<file path="config.mk">
export PLATFORM = sky130hd
export DESIGN_NAME = sa_axis_host_master
export DESIGN_NICKNAME = d
export VERILOG_FILES = /design/src/rtl/sa_axis_host_master.sv
export SDC_FILE = /design/constraint.sdc
export NUM_CORES = 2
export LEC_CHECK = 0
export BUFFER_PORTS_ARGS = -buffer_cell sky130_fd_sc_hd__buf_2
export CAP_MARGIN = 20
export CELL_PAD_IN_SITES_DETAIL_PLACEMENT = 0
export CELL_PAD_IN_SITES_GLOBAL_PLACEMENT = 1
export CORE_MARGIN = 1
export CORE_UTILIZATION = 45
export CTS_CLUSTER_SIZE = 14
export DETAILED_ROUTE_END_ITERATION = 10
export PLACE_DENSITY = 0.64
export SKIP_CTS_REPAIR_TIMING = 1
export SLEW_MARGIN = 40
export SYNTH_ARGS = -nofsm -noshare
export SYNTH_HDL_FRONTEND = slang
export SYNTH_SLANG_ARGS = --single-unit
export TNS_END_PERCENT = 10
</file>
<file path="constraint.sdc">
create_clock -name clk -period 6.65 [get_ports clk]
set_input_delay 0.665 -clock clk [delete_from_list [all_inputs] [get_ports clk]]
set_output_delay 0.665 -clock clk [all_outputs]
set_load 0.05 [all_outputs]
</file>
<file path="src/rtl/sa_axis_host_master.sv">
// Host-side stream engine: sends the A tile then the B tile as AXIS packets and
// collects the C result packet. Define RESULT_TIMEOUT_EN for the RECV_C watchdog.
module sa_axis_host_master #(
   parameter int DW      = 8,
   parameter int OW      = 16,
   parameter int P       = 8,
   parameter int Q       = 8,
   parameter int GAP     = 2,
   parameter int TIMEOUT = 1024,
   parameter int AW      = $clog2(P*Q)
) (
   input  logic          clk,
   input  logic          rst,
   input  logic [7:0]    row_len,
   input  logic [7:0]    col_len,
   input  logic [7:0]    k_len,
   input  logic          start,
   output logic          busy,
   output logic          done,
   output logic          cfg_err,
   output logic          len_err,
   input  logic          buf_we,
   input  logic          buf_sel,
   input  logic [AW-1:0] buf_addr,
   input  logic [DW-1:0] buf_wdata,
   input  logic [AW-1:0] res_raddr,
   output logic [OW-1:0] res_rdata,
   output logic [DW-1:0] m_axis_tdata,
   output logic          m_axis_tvalid,
   input  logic          m_axis_tready,
   output logic          m_axis_tlast,
   input  logic [OW-1:0] s_axis_tdata,
   input  logic          s_axis_tvalid,
   output logic          s_axis_tready,
`ifdef RESULT_TIMEOUT_EN
   output logic          timeout_err,
`endif
   input  logic          s_axis_tlast
);
   localparam int         DEPTH = P*Q;
   localparam logic [7:0] P8    = 8'(P);
   localparam logic [7:0] Q8    = 8'(Q);

   typedef enum logic [2:0] {S_IDLE, S_SEND_A, S_GAP, S_SEND_B, S_RECV_C, S_DONE} state_t;
   state_t state, state_nx;

   logic [DW-1:0] a_mem   [DEPTH];
   logic [DW-1:0] b_mem   [DEPTH];
   logic [OW-1:0] res_mem [DEPTH];

   logic [7:0]    row_l, col_l, k_l, pr, pc, nx_r, nx_c, sw;
   logic [15:0]   cnt, cnt_inc, a_tot, b_tot, c_tot;
   logic [3:0]    gap_cnt;
   logic          cfg_ok, start_ok, m_xfer, s_xfer, m_end, c_end, gap_end, wd_fire;
   logic [AW-1:0] nx_addr, wr_addr;
   logic [DW-1:0] a0;

   assign cfg_ok   = (row_len != 8'd0) && (col_len != 8'd0) && (k_len != 8'd0) &&
                     (row_len <= P8) && (col_len <= Q8) && (k_len <= Q8) && (k_len <= P8);
   assign start_ok = start && (state == S_IDLE) && cfg_ok;
   assign m_xfer   = m_axis_tvalid && m_axis_tready;
   assign s_xfer   = s_axis_tvalid && s_axis_tready;
   assign m_end    = m_xfer && m_axis_tlast;
   assign cnt_inc  = cnt + 16'd1;
   assign c_end    = s_xfer && (s_axis_tlast || (cnt_inc == c_tot));
   assign gap_end  = (gap_cnt == 4'(GAP-1));
   assign a_tot    = 16'(row_l) * 16'(k_l);
   assign b_tot    = 16'(k_l) * 16'(col_l);
   assign c_tot    = 16'(row_l) * 16'(col_l);

   // Element walker shared by A send (width k), B send and C receive (width col).
   assign sw = (state == S_SEND_A) ? k_l : col_l;
   always_comb begin
      nx_c = pc + 8'd1;
      nx_r = pr;
      if (nx_c == sw) begin
         nx_c = '0;
         nx_r = pr + 8'd1;
      end
   end
   assign nx_addr = AW'(int'(nx_r) * Q + int'(nx_c));
   assign wr_addr = AW'(int'(pr) * Q + int'(pc));

   // A write landing in the start cycle must reach the first A beat.
   assign a0 = (buf_we && !buf_sel && (buf_addr == '0)) ? buf_wdata : a_mem[0];

`ifdef RESULT_TIMEOUT_EN
   logic [31:0] wd;
   assign wd_fire = (state == S_RECV_C) && !s_xfer && (wd == 32'(TIMEOUT-1));
   always_ff @(posedge clk) begin
      if (rst) begin
         wd          <= '0;
         timeout_err <= 1'b0;
      end else begin
         if (start_ok)     timeout_err <= 1'b0;
         else if (wd_fire) timeout_err <= 1'b1;
         if (state != S_RECV_C || s_xfer) wd <= '0;
         else                             wd <= wd + 32'd1;
      end
   end
`else
   assign wd_fire = 1'b0;
`endif

   always_ff @(posedge clk) begin
      if (rst) state <= S_IDLE;
      else     state <= state_nx;
   end

   always_comb begin
      state_nx = state;
      case (state)
         S_IDLE:   if (start_ok)         state_nx = S_SEND_A;
         S_SEND_A: if (m_end)            state_nx = S_GAP;
         S_GAP:    if (gap_end)          state_nx = S_SEND_B;
         S_SEND_B: if (m_end)            state_nx = S_RECV_C;
         S_RECV_C: if (c_end || wd_fire) state_nx = S_DONE;
         S_DONE:                         state_nx = S_IDLE;
         default:                        state_nx = S_IDLE;
      endcase
   end

   always_comb begin
      busy          = (state == S_SEND_A) || (state == S_GAP) ||
                      (state == S_SEND_B) || (state == S_RECV_C);
      done          = (state == S_DONE);
      m_axis_tvalid = (state == S_SEND_A) || (state == S_SEND_B);
      s_axis_tready = (state == S_RECV_C);
   end

   always_ff @(posedge clk) begin
      if (rst) begin
         row_l <= '0; col_l <= '0; k_l <= '0;
         cnt <= '0; pr <= '0; pc <= '0; gap_cnt <= '0;
         m_axis_tdata <= '0; m_axis_tlast <= 1'b0;
         cfg_err <= 1'b0; len_err <= 1'b0;
      end else begin
         cfg_err <= start && (state == S_IDLE) && !cfg_ok;
         case (state)
            S_IDLE: if (start_ok) begin
               row_l <= row_len; col_l <= col_len; k_l <= k_len;
               len_err      <= 1'b0;
               cnt          <= '0; pr <= '0; pc <= '0;
               m_axis_tdata <= a0;
               m_axis_tlast <= (row_len == 8'd1) && (k_len == 8'd1);
            end
            S_SEND_A: if (m_xfer) begin
               if (m_axis_tlast) gap_cnt <= '0;
               else begin
                  cnt <= cnt_inc; pr <= nx_r; pc <= nx_c;
                  m_axis_tdata <= a_mem[nx_addr];
                  m_axis_tlast <= (cnt_inc == a_tot - 16'd1);
               end
            end
            S_GAP: begin
               gap_cnt <= gap_cnt + 4'd1;
               if (gap_end) begin
                  cnt <= '0; pr <= '0; pc <= '0;
                  m_axis_tdata <= b_mem[0];
                  m_axis_tlast <= (k_l == 8'd1) && (col_l == 8'd1);
               end
            end
            S_SEND_B: if (m_xfer) begin
               if (m_axis_tlast) begin
                  cnt <= '0; pr <= '0; pc <= '0;
               end else begin
                  cnt <= cnt_inc; pr <= nx_r; pc <= nx_c;
                  m_axis_tdata <= b_mem[nx_addr];
                  m_axis_tlast <= (cnt_inc == b_tot - 16'd1);
               end
            end
            S_RECV_C: if (s_xfer) begin
               cnt <= cnt_inc; pr <= nx_r; pc <= nx_c;
               // tlast at exactly beat E is the only clean ending.
               if (c_end) len_err <= s_axis_tlast ? (cnt_inc != c_tot) : 1'b1;
            end
            default: ;
         endcase
      end
   end

   always_ff @(posedge clk) begin
      if (state == S_IDLE && buf_we && int'(buf_addr) < DEPTH) begin
         if (buf_sel) b_mem[buf_addr] <= buf_wdata;
         else         a_mem[buf_addr] <= buf_wdata;
      end
      if (state == S_RECV_C && s_xfer) res_mem[wr_addr] <= s_axis_tdata;
   end

   always_ff @(posedge clk) begin
      if (rst)                            res_rdata <= '0;
      else if (int'(res_raddr) < DEPTH)   res_rdata <= res_mem[res_raddr];
      else                                res_rdata <= '0;
   end
endmodule

</file>
==> flow_summary.toml <==
[placement]
globalplace.congestion = 0.927
preCtsSetupSlack_ns = 0.893
dp_cells = 8224
hpwl_um = 166000
io_buffers = 98

[critical_path]
r2r_cells = 19
cp.arrival_ns = 6.56
r2r_end = "m_axis_tlast"
critical_path_class = "flop to flop"
critPathCaptureType = "flop"
crit_path_end = "m_axis_tlast"
crit_required_ns = 7.39
reg2reg_setup_slack_ns = 0.84
startpoint_type = "flop"
cp-startpoint = "col_l[0]"
r2r-start = "col_l[0]"
critPathMaxFanout = 19

[synth]
synth_cells = 5597
ys_warn_count = 0
synth_xor_area_share_pct = 1.11
synth_area_sq_um = 91500
yosysTopAreaCell = "edfxtp_1"
yosysUniqueCellTypes = 91
synth.area.mux_share_pct = 11.2
synth-seq-cells = 2133
ys.flop_type = "edfxtp_1"
synth_nets = 5906
synth-edff-count = 2048
synthAdderAreaFrac_pct = 4.28
avgSynthCellArea_sq_um = 16.3
ys_async_sr_fraction_pct = 0
yosysTopAreaCellShare_pct = 67.2
synth_top_family_by_area = "multiplexers"
synth_common_cells = "2048 x edfxtp_1, 450 x nand2_1, 404 x nor2_1"
yosys.area_share.simple_pct = 5.88
synth-compound-area-share_pct = 6.09
yosys.cell_count.top_type = "edfxtp_1"
ys_seq_area_share_pct = 69.1
synth_area_leaders = "edfxtp_1 67%, mux4_2 9.3%, fa_1 2.6%"

[finish]
post_layout_nonfiller_instances = 8635
fin_nets = 6083
layout-drive-gt1-share_pct = 20.7
syn2layout_area_growth_pct = 12.9
final_util_pct = 51.1

[route]
met1_length_um = 114000
num_vias = 52700
via_per_inst = 6.10
dr_wl_met2_um = 125000
drtIter0Drc = 6184
wl_um = 271000
antenna_left = 0
wl_per_cell_um = 31.4
first_pass_iters = 6
wl_met3_um = 22400
drcViolationCount = 0
top_layer = "met5"

[sta]
period_share_pct = 87.4
max_freq_mhz = 172
hold_viol_final = 0
fin_ws_ns = 0.838
slew_viol_final = 0
fin_crit_ns = 5.81
tns_ns = 0
clock_skew_ns = 0.0557
rsz0062_at_grt = "no"
max_slew_margin_pct = 35.7
setup_viol = 0
max_slew.worst_pin.slew_ns = 0.962

[floorplan]
rows = 165
ioPinCount = 99
initial_core_util_pct = 45.3
die_h_um = 453
die_w_um = 453
fp.coreArea_sq_um = 202000
dieArea_sq_um = 205000

[grt]
grt_max_degree = 100
grt_pass1_vias = 52000
globalRouteOverflowTotal = 0
grt_pass1_wl_um = 387000
grt_use_total_pct = 26.5
grt_antenna_before_repair = 12

[cts]
clk-insertion-delay-late_ns = 0.88
clk_pin_slew_ns = 0.07
cts_made_buffers = 219
cts_max_level = 4
tritoncts = "yes"
cts-root-buf = "clkbuf_16"
cts_max_path_buffers = 3
cts_sinks = 2133

[run_status]
status = "complete, no violations"

[power_and_ir_drop]
p_seq_share_pct = 53.6
vdd_drop_max_mv = 0.212
p_clk_share_pct = 43.3
internal_power_uw = 21700
power.density_nw_per_um2 = 266
combPwrFrac_pct = 3.1
p_total_uw = 27500
switching_share_pct = 21.2
p_sw_uw = 5830
p_leak_uw = 0.0333

[worst_hold_path]
hold_path_class = "input port to flop"

[run]
drv_cap = 0
[routing by layer]
metal / up-vias / GRT usage, %
li1: 22300 / -
met4: 2 / 8.81
met2: 2379 / 40.6
met1: 27600 / 38.1
met5: - / 0
met3: 470 / 4.85
[registers in the layout, summed over array words and instances (netlist names), 3 cells and up]
name	flops
res_mem	1024
state	3
a_mem	512
gap_cnt	4
row_l	8
pr	3
cnt	16
res_rdata	16
b_mem	512
m_axis_tdata	8
k_l	8
col_l	8
pc	8
[worst min path at each step]
stage                 startpoint     endpoint  slack, ns  cells past startpoint
global placement           pc[6]        pc[6]       0.46                      2
detailed placement         pc[6]        pc[6]       0.48                      2
CTS                        start      cfg_err     0.0003                      3
floorplan                  pc[6]        pc[6]       0.45                      2
finish                     start      cfg_err       0.06                      3
global route        buf_wdata[3]  a_mem[0][3]       0.05                      1
[worst max-delay path: stages (launching register included)]
cell,delay [ns]
dfxtp_1,0.80
nand2_1,0.18
fa_1,0.54
fa_1,0.53
inv_1,0.06
fa_1,0.53
inv_1,0.05
fa_1,0.48
inv_1,0.04
ha_1,0.28
a21oi_1,0.22
o21bai_1,0.10
a21oi_1,0.36
o21ai_0,0.22
a21o_1,0.22
a21oi_1,0.30
o21ai_0,0.17
xnor2_1,0.15
a32o_1,0.25
a41o_1,0.20
[cells in the final DEF, fill, tap and decap left out, types with 41 or more instances in the layout]
cell type / n
clkbuf_1: 59
inv_1: 183
xnor2_1: 71
nor2_1: 259
nand2_1: 435
a221oi_1: 48
nand3_1: 94
and2_1: 84
o22ai_1: 55
mux4_2: 379
mux2i_1: 127
ha_1: 119
a31oi_1: 41
a21oi_1: 169
dfxtp_1: 76
o21ai_0: 143
clkbuf_16: 220
buf_2: 75
nor3_1: 51
clkinv_1: 56
a211oi_1: 52
nor2_2: 144
fa_1: 119
edfxtp_1: 2048
buf_4: 205
[cell families (layout without fill, tap and decap cells)]
| logic type | after synthesis | after routing |
|---|---|---|
| adder cells (fa/ha/maj) | 241 | 241 |
| XOR/XNOR | 110 | 110 |
| multiplexers | 543 | 543 |
| AO/OA/AOI/OAI | 811 | 811 |
| other | 0 | 5 |
| buffers and inverters | 538 | 899 |
| flip-flops | 2133 | 2133 |
| AND/OR/NAND/NOR | 1221 | 1221 |
[metrics by stage]
stage          cell area, sq um  hold slack, ns
2_1_floorplan             91500           0.450
3_3_place_gp              95800           0.463
3_5_place_dp              96300           0.484
4_1_cts                  103000        0.000348
5_1_grt                  103000          0.0507
6_report                 103000          0.0611
[layout make-up]
cell class	count	area, sq um
well taps	2672	3340
clock buffers	285	5810
fillers	16600	98900
clock inverters	120	1060
repair buffers	307	2400
inverters	187	709
flip-flops and latches	2133	63200
diodes	5	12.5
multi-input cells	2926	26700
[power groups by stage]
stage	Clock (uW)	Combinational, uW	Sequential, uW
detailed placement	0	864	15000
CTS	12100	864	14700
finish	11900	853	14700
global route	12500	898	14700
floorplan	0	359	15100
global placement	0	835	15000
(Power assumes the default switching activity.)
